$ cat src/rtl/keypad_pkg.sv
// Shared types and helpers for the keypad decode path.
// Contents: FSM state enum, key/position widths, one-hot classification helper.
// Used by: keypad_decoder (keypad_fifo is type-agnostic).
package keypad_pkg;

    localparam int KEY_W = 4;
    localparam int POS_W = 16;

    typedef enum logic [1:0] {
        IDLE,
        DEB_PRESS,
        PRESSED,
        DEB_REL
    } state_t;

    typedef struct packed {
        logic             is_onehot;
        logic [KEY_W-1:0] code;
    } onehot_t;

    // code is the index of the highest set bit; it is only meaningful when
    // is_onehot is set, in which case it is the index of the single set bit.
    function automatic onehot_t onehot_to_code(input logic [POS_W-1:0] pos);
        onehot_t r;
        int      ones;
        r    = '0;
        ones = 0;
        for (int i = 0; i < POS_W; i++) begin
            if (pos[i]) begin
                ones   = ones + 1;
                r.code = KEY_W'(i);
            end
        end
        r.is_onehot = (ones == 1);
        return r;
    endfunction

endpackage

$ cat src/rtl/keypad_fifo.sv
// Purpose: small first-word-fall-through FIFO for decoded key events.
// Latency: a push is visible at head the cycle after the pushing edge.
// Backpressure: push is accepted when not full, or when full with a pop on the same edge.
// Ports: clk/rst (sync, active-high); push + push_data write side;
//        pop read side (ignored while empty); full, empty, head status/data.
module keypad_fifo #(
    parameter int WIDTH = 4,
    parameter int DEPTH = 4
) (
    input  logic             clk,
    input  logic             rst,
    input  logic             push,
    input  logic [WIDTH-1:0] push_data,
    input  logic             pop,
    output logic             full,
    output logic             empty,
    output logic [WIDTH-1:0] head
);

    localparam int PTR_W = (DEPTH > 1) ? $clog2(DEPTH) : 1;
    localparam logic [PTR_W:0] FULL_CNT = (PTR_W + 1)'(DEPTH);

    logic [WIDTH-1:0] mem [DEPTH];
    logic [PTR_W-1:0] wr_ptr;
    logic [PTR_W-1:0] rd_ptr;
    logic [PTR_W:0]   count;
    // Last value popped: head holds it while the FIFO is empty.
    logic [WIDTH-1:0] hold;
    logic             do_push;
    logic             do_pop;

    assign empty   = (count == '0);
    assign full    = (count == FULL_CNT);
    assign do_pop  = pop && !empty;
    // When full, a same-edge pop frees the slot being written.
    assign do_push = push && (!full || do_pop);
    assign head    = empty ? hold : mem[rd_ptr];

    always_ff @(posedge clk) begin
        if (do_push) begin
            mem[wr_ptr] <= push_data;
        end
    end

    always_ff @(posedge clk) begin
        if (rst) begin
            wr_ptr <= '0;
            rd_ptr <= '0;
            count  <= '0;
            hold   <= '0;
        end else begin
            if (do_push) begin
                wr_ptr <= wr_ptr + PTR_W'(1);
            end
            if (do_pop) begin
                rd_ptr <= rd_ptr + PTR_W'(1);
                hold   <= mem[rd_ptr];
            end
            case ({do_push, do_pop})
                2'b10:   count <= count + (PTR_W + 1)'(1);
                2'b01:   count <= count - (PTR_W + 1)'(1);
                default: count <= count;
            endcase
        end
    end

endmodule

$ cat src/rtl/keypad_decoder.sv
// Purpose: debounce a one-hot keypad position word and queue one 4-bit code per press.
// Latency: a key stable for DEBOUNCE_CYCLES edges is pushed on the last edge, visible next cycle.
// Backpressure: key_valid/key_ready handshake; presses arriving while the FIFO is full are dropped and set overflow.
// Ports: clk/rst (sync, active-high); posicion one-hot key word in;
//        key_code/key_valid/key_ready event out; multi_key, overflow status flags.
module keypad_decoder
    import keypad_pkg::*;
#(
    parameter int DEBOUNCE_CYCLES = 16,
    parameter int FIFO_DEPTH      = 4,
    parameter int CNT_W           = 8
) (
    input  logic             clk,
    input  logic             rst,
    input  logic [POS_W-1:0] posicion,
    output logic [KEY_W-1:0] key_code,
    output logic             key_valid,
    input  logic             key_ready,
    output logic             multi_key,
    output logic             overflow
);

    localparam logic [CNT_W-1:0] CNT_LAST = CNT_W'(DEBOUNCE_CYCLES - 1);

    state_t           state;
    state_t           state_n;
    logic [KEY_W-1:0] cand;
    logic [KEY_W-1:0] cand_n;
    logic [CNT_W-1:0] cnt;
    logic [CNT_W-1:0] cnt_n;
    logic             push;
    logic             pop;
    logic             fifo_full;
    logic             fifo_empty;
    logic             is_zero;
    onehot_t          pos_info;

    assign pos_info  = onehot_to_code(posicion);
    assign is_zero   = (posicion == '0);
    assign key_valid = !fifo_empty;
    assign pop       = key_valid && key_ready;

    always_comb begin
        state_n = state;
        cand_n  = cand;
        cnt_n   = cnt;
        push    = 1'b0;
        case (state)
            IDLE: begin
                if (pos_info.is_onehot) begin
                    cand_n  = pos_info.code;
                    cnt_n   = CNT_W'(1);
                    state_n = DEB_PRESS;
                end
            end
            DEB_PRESS: begin
                if (pos_info.is_onehot && (pos_info.code == cand)) begin
                    if (cnt == CNT_LAST) begin
                        push    = 1'b1;
                        state_n = PRESSED;
                    end else begin
                        cnt_n = cnt + CNT_W'(1);
                    end
                end else if (pos_info.is_onehot) begin
                    // A different single key restarts the debounce on that key.
                    cand_n = pos_info.code;
                    cnt_n  = CNT_W'(1);
                end else begin
                    state_n = IDLE;
                end
            end
            PRESSED: begin
                // No rollover: anything non-zero keeps us waiting for a release.
                if (is_zero) begin
                    cnt_n   = CNT_W'(1);
                    state_n = DEB_REL;
                end
            end
            DEB_REL: begin
                if (is_zero) begin
                    if (cnt == CNT_LAST) begin
                        state_n = IDLE;
                    end else begin
                        cnt_n = cnt + CNT_W'(1);
                    end
                end else begin
                    state_n = PRESSED;
                end
            end
            default: state_n = IDLE;
        endcase
    end

    always_ff @(posedge clk) begin
        if (rst) begin
            state     <= IDLE;
            cand      <= '0;
            cnt       <= '0;
            multi_key <= 1'b0;
            overflow  <= 1'b0;
        end else begin
            state     <= state_n;
            cand      <= cand_n;
            cnt       <= cnt_n;
            multi_key <= !is_zero && !pos_info.is_onehot;
            if (push && fifo_full && !pop) begin
                overflow <= 1'b1;
            end
        end
    end

    keypad_fifo #(
        .WIDTH(KEY_W),
        .DEPTH(FIFO_DEPTH)
    ) u_fifo (
        .clk      (clk),
        .rst      (rst),
        .push     (push),
        .push_data(cand),
        .pop      (pop),
        .full     (fifo_full),
        .empty    (fifo_empty),
        .head     (key_code)
    );

endmodule

$ cat config.mk
export PLATFORM = sky130hd
export DESIGN_NAME = keypad_decoder
export DESIGN_NICKNAME = d
export VERILOG_FILES = /design/src/rtl/keypad_pkg.sv /design/src/rtl/keypad_fifo.sv /design/src/rtl/keypad_decoder.sv
export SDC_FILE = /design/constraint.sdc
export NUM_CORES = 1
export LEC_CHECK = 0
export BUFFER_PORTS_ARGS = -buffer_cell sky130_fd_sc_hd__buf_4
export CORE_MARGIN = 2
export CORE_UTILIZATION = 50
export CTS_BUF_LIST = sky130_fd_sc_hd__clkbuf_4 sky130_fd_sc_hd__clkbuf_8 sky130_fd_sc_hd__clkbuf_16
export DETAILED_ROUTE_END_ITERATION = 16
export HOLD_SLACK_MARGIN = 0.08
export PLACE_DENSITY = 0.69
export SETUP_SLACK_MARGIN = 0.4
export SYNTH_ARGS = -nofsm -noshare
export SYNTH_HDL_FRONTEND = slang
export SYNTH_SLANG_ARGS = --single-unit
$ cat constraint.sdc
create_clock -name clk -period 18.6 [get_ports clk]
set_input_delay 0 -clock clk [delete_from_list [all_inputs] [get_ports clk]]
set_output_delay 0 -clock clk [all_outputs]
set_load 0.03 [all_outputs]
Word level (Yosys, flattened, before mapping):

Memories as Yosys holds them, arrays and structs flattened. A register that Yosys moved wholly into a read port is not among the register bits.
Cells that the tools add are included.

* bits in writable memories: 16
* logic and storage cells: 124
* bits of input ports: 19
* memories kept: 1
* flip-flop bits (word level): 27

Memories
* u_fifo.mem: depth 4, bits a word 4, read ports 1, clocked after Yosys merged registers in 1, write ports 1, RTL line keypad_fifo.sv:23 `logic [WIDTH-1:0] mem [DEPTH];`

* muxes and demuxes: 57
* equality and inequality tests: 16
* add/subtract/negate cells: 20
* reduce and logical (&&, ||, !) cells: 21

Operator list (number)
* adder 32 x 2 -> 32 bit (second input constant): 15
* 2-to-1 mux 32 bit: 15
* 2-to-1 mux 4 bit: 17
* 2-to-1 mux 8 bit: 5
* == test 32 x 2 -> 1 bit (second input constant): 1
* case mux 8 bit (4 select lines): 1
* 2-to-1 mux 2 bit: 9
* zero test 16 bit: 1
* inequality test 3 bit (second input constant): 3
* adder 8 x 1 -> 8 bit (second input constant): 1
* == test 8 x 4 -> 1 bit (second input constant): 1
* inequality test 2 bit (second input constant): 4
* case mux 2 bit (4 select lines): 1
* case mux 4 bit (2 select lines): 1
* logical AND 1 bit: 7
* 2-to-1 mux 1 bit: 7
* == test 2 bit (second input constant): 3
* case mux 3 bit (2 select lines): 1
* zero test 1 bit: 5
* AND reduction 5 bit: 1
* adder 2 x 1 -> 2 bit (second input constant): 2
* == test 2 x 1 -> 1 bit (second input constant): 2
* == test 4 bit: 1
* AND reduction 2 bit: 2
* 7 further kinds: 8

Depth between registers and ports, before layout:

* depth in word-level cells: 38
* mapped depth: 56

By module:

A second synthesis with hierarchy kept.

* cell total of the unflattened synthesis: 558
* area total of the unflattened synthesis: 4769.6 um^2

By module, submodules not included
* keypad_decoder: area an instance 3493.4 um^2, cells an instance 468, instances 1, seq. area each 320.3 um^2
* keypad_fifo: area an instance 1276.2 um^2, cells an instance 90, instances 1, seq. area each 740.7 um^2

Least setup slack after synthesis:

Ideal clock, no wire load.

* path kind: input port to flip-flop
* start point: in posicion[0]
* end point: reg u_fifo.count[2]
* data arrival time: 9.520 ns
* buffers on the path: 0
* setup slack: 9.010 ns
* cell stages on the path: 55
* cells stage by stage: inv_1 ha_1 xor2_1 ha_1 nand2_1 o31ai_1 ha_1 mux2_2 ha_1 nand2_1 o41a_1 o211ai_1 ha_1 nor2_1 a21oi_1 ha_1 nand2b_1 o21ai_0 [... 19 more ...] nand2_1 o31ai_1 ha_1 mux2_2 ha_1 and3_1 nand3b_1 o211ai_2 o21ai_1 mux2_4 nor3_2 inv_1 ha_1 inv_1 fa_1 xor2_1 or3_1 a21oi_1

* cells in the longest elaborated chain, start to end: 38
* elaborated cells on any way between the ends: 40
* those cells by class: add/sub: 15; eq/ne: 3; mux: 19; reduce/logical: 3

RTL lines
* from (decl): RTL line keypad_decoder.sv:15 `input logic [POS_W-1:0] posicion,`
* 2-to-1 mux 1 bit (*): RTL line keypad_pkg.sv:29 `if (pos[i]) begin`
* adder 32 x 2 -> 32 bit: RTL line keypad_pkg.sv:30 `ones = ones + 1;`
* 2-to-1 mux 32 bit (*): RTL line keypad_pkg.sv:29
* adder 32 x 2 -> 32 bit: RTL line keypad_pkg.sv:30
* 2-to-1 mux 32 bit (*): RTL line keypad_pkg.sv:29
* adder 32 x 2 -> 32 bit: RTL line keypad_pkg.sv:30
* 2-to-1 mux 32 bit (*): RTL line keypad_pkg.sv:29
* adder 32 x 2 -> 32 bit: RTL line keypad_pkg.sv:30
* [... 22 more ...]
* 2-to-1 mux 32 bit (*): RTL line keypad_pkg.sv:29
* == test 32 x 2 -> 1 bit (*): RTL line keypad_pkg.sv:34 `r.is_onehot = (ones == 1);`
* logical AND 1 bit (*): RTL line keypad_decoder.sv:57 `if (pos_info.is_onehot && (pos_info.code == cand)) begin`
* 2-to-1 mux 1 bit (*): RTL line keypad_decoder.sv:57
* 2-to-1 mux 1 bit (*): RTL line keypad_decoder.sv:48 `case (state)`
* logical AND 1 bit (*): RTL line keypad_fifo.sv:36 `assign do_push = push && (!full || do_pop);`
* == test 2 x 1 -> 1 bit or == test 2 bit (tied branches): RTL line keypad_fifo.sv:59 `case ({do_push, do_pop})`
* case mux 3 bit (2 select lines) or nonzero test 2 bit (tied branches)
* to (signal assigned): RTL line keypad_fifo.sv:60 `2'b10: count <= count + (PTR_W + 1)'(1);`
* to (signal assigned): RTL line keypad_fifo.sv:61 `2'b01: count <= count - (PTR_W + 1)'(1);`
* to (signal assigned): RTL line keypad_fifo.sv:62 `default: count <= count;`
* to (decl): RTL line keypad_fifo.sv:26 `logic [PTR_W:0] count;`

Mark *: on every way between the ends. The rest lies on a longest branch, timed or not.
A chain may end at the register's enable or synchronous reset.

Worst setup path after layout:

Same ends and word-level chain as after synthesis.

==> reports/metrics.yaml <==
ir_worst_vdd_v: 0.000176
routed_via_density: 5.94
max_slew.worst_pin.slew_ns: 0.642
outcome: "complete, no violations"
tns_ns: 0
wl_per_cell_um: 15.4
holdWs_ns: 0.0854
rsz0062_at_grt: "false"
root_buffer: "clkbuf_8"
drc: 0
cts_setup_buffers: 0
path_common_cell: "ha_1"
cp_slowest_cell: "ha_1"
top_level_ports: 26
timing.reg2reg.setup_slack_ns: 15.64
r2r-end: "u_fifo.count[2]"
cp.arrival_ns: 10.57
min_from: "key_ready"
syn_to_final_growth_pct: 7.56
critPathMaxStageDelay_ns: 0.37
yosysMostFrequentCell: "nand2_1"
core_area_um2: 9240
gp_congestion: 0.839
crit_path_end_kind: "flip-flop"
num_vias: 4043
fin_total_pwr_uw: 742
clock_path_buffers: 2
htreeDepth: 2
hold_viol: 0
grt_pass1_vias: 3711
clkTransAtPathRegs_ns: 0.09
critPathMaxFanout: 9
fin_ws_ns: 8.26
cts.sinks: 45
yosysUniqueCellTypes: 88
syn_nets: 584
layout-drive-gt1-share_pct: 15.6
ys.flop_type: "dfxtp_1"
synth_area_leaders: "dfxtp_1 12%, edfxtp_1 10%, ha_1 5.5%"
routed_wirelength_mm: 10.5
power_per_cell_area_nw_per_um2: 145
ys_top_cells_by_count: "50 x nand2_1, 49 x nor2_1, 31 x a21oi_1, 29 x dfxtp_1, 27 x xnor2_1"
postSynthCellCount: 543
yosysTopAreaCellShare_pct: 12.2
rr_startpoint: "cnt[0]"
fmax_ghz: 0.0967
drt_iter0_drc: 337
crit_type: "primary input to flip-flop"
syn_area_per_cell_um2: 8.78
diodes: 0
finalSetupViolations: 0
maxCapViolCount: 0
synth_edf_count: 16
dr.pass1.iters: 5
start_kind: "primary input"
gr-usage-all-layers_pct: 20.8
cts_buffers: 5
initial_core_util_pct: 51.6
leakagePower_uw: 0.00197
post-route-min-period_ns: 10.34
hold_path_end: "overflow"
crit_start: "posicion[0]"
placed_cells: 672
synth_top_area_cell: "dfxtp_1"
period_share_pct: 55.6
dieArea_um2: 10300
finalClockSkew_ns: 0.0105
grt_pass1_wl_mm: 17.6
maxSlewViolCount: 0
nets: 592
hold_depth: 3
cts_tree: "done"
yosys_warnings: 0
crit_required_ns: 18.83
synthArstFlopShare_pct: 0
cts_resized: 0
dp_hpwl_mm: 8.03
worstRegToRegCells: 14
rows: 35
final_cells: 681
antenna_found_initial: 0
dieWidth_um: 102
grt_max_degree: 27
hold_path.class: "primary input to flip-flop"
die_h_um: 102
synth_area_um2: 4770
port_buffers: 25
yosysSeqAreaShare_pct: 22.3
dp_slack_ns: 8.08
slew_headroom_pct: 56.9
gr-total-overflow: 0
ys_seq_elements: 45
insertion_delay_ns: 0.30
ant_nets: 0
critical path: cells and delay by family:
| family | cells | cell delay [ns] |
|---|---|---|
| adders and majority gates | 16 | 4.64 |
| and+or+nand+nor | 18 | 2.53 |
| AOI/OAI and AO/OA | 13 | 1.87 |
| muxes | 3 | 0.85 |
| xor gates and xnor gates | 2 | 0.45 |
| buffers and inverters | 4 | 0.25 |
registers in the layout, indices dropped and copies added, names as in the netlist, named ones only:
name,count
overflow,1
cand,4
state,2
cnt,8
multi_key,1
u_fifo.hold,4
u_fifo.rd_ptr,2
u_fifo.count,3
u_fifo.mem,16
u_fifo.wr_ptr,2
routing by layer:
layer / global-route usage [%] / wire length, um
met1: 29.4 / 5040
met2: 34.7 / 5040
met3: 3.11 / 366
met4: 3.01 / 42
met5: 0 / 0
through the flow:
step	util (%)	area, um^2
CTS	55.5	5130
detailed placement	54.1	5000
floorplan	-	4770
global placement	54.1	5000
global route	55.5	5130
finish	55.5	5130
how the worst max path moves through the flow:
stage / endpoint / slack (ns)
final: u_fifo.count[2] / 8.26
after global routing: u_fifo.count[2] / 7.39
after CTS: u_fifo.count[2] / 8.37
after detailed placement: u_fifo.count[2] / 8.08
after global placement: u_fifo.count[2] / 8.49
after floorplan: u_fifo.count[2] / 9.01
power by group:
part | leakage, uW | total [uW] | switching, uW | internal (uW)
logic | 0.00153 | 557 | 317 | 240
clock network | 0.0000588 | 75.9 | 34.0 | 41.8
registers | 0.000382 | 109 | 3.46 | 106
total | 0.00197 | 742 | 355 | 388
cells by family after synthesis:
| group | synth area share (%) |
|---|---|
| mux | 6.43 |
| buf+inv | 4.67 |
| fa+ha+maj | 6.17 |
| simple gates | 21.9 |
| flops | 22.3 |
| xor+xnor | 16.3 |
| compound gates | 22.2 |
repair_timing:
action | in CTS | in global routing
hold endpoints to repair | 10 | 0
hold buffers | 1 | 0
setup endpoints to repair | 0 | 0
cell usage in the layout (no fill, tap or decap), types with 4 or more instances in the layout:
cell,n
xnor2_1,27
or3_1,5
clkbuf_8,5
mux4_2,4
nor2b_1,5
mux2i_1,7
inv_1,25
ha_1,21
mux2_2,7
dfxtp_1,29
nand2_1,50
or2_2,5
o21ai_0,23
and2_1,16
and3_1,4
a211o_1,4
o211ai_1,11
edfxtp_1,16
buf_4,27
nand3_1,12
o211a_1,6
nand4_1,12
xnor3_1,10
nor2_1,49
nor3_1,13
a21oi_1,31
xor2_1,11
o21a_1,5
a211oi_1,5
a31oi_1,10
o31ai_1,8
nand2b_1,5
final cells by class:
cell class	count	area [um^2]
clock buffer	6	76.3
clock inverter	2	38.8
fill	840	4110
inverter	25	93.8
multi-input combinational	446	3480
sequential	45	1060
tap	129	161
timing repair buffer	28	213
No activity file was read; power rests on OpenSTA's default activity.
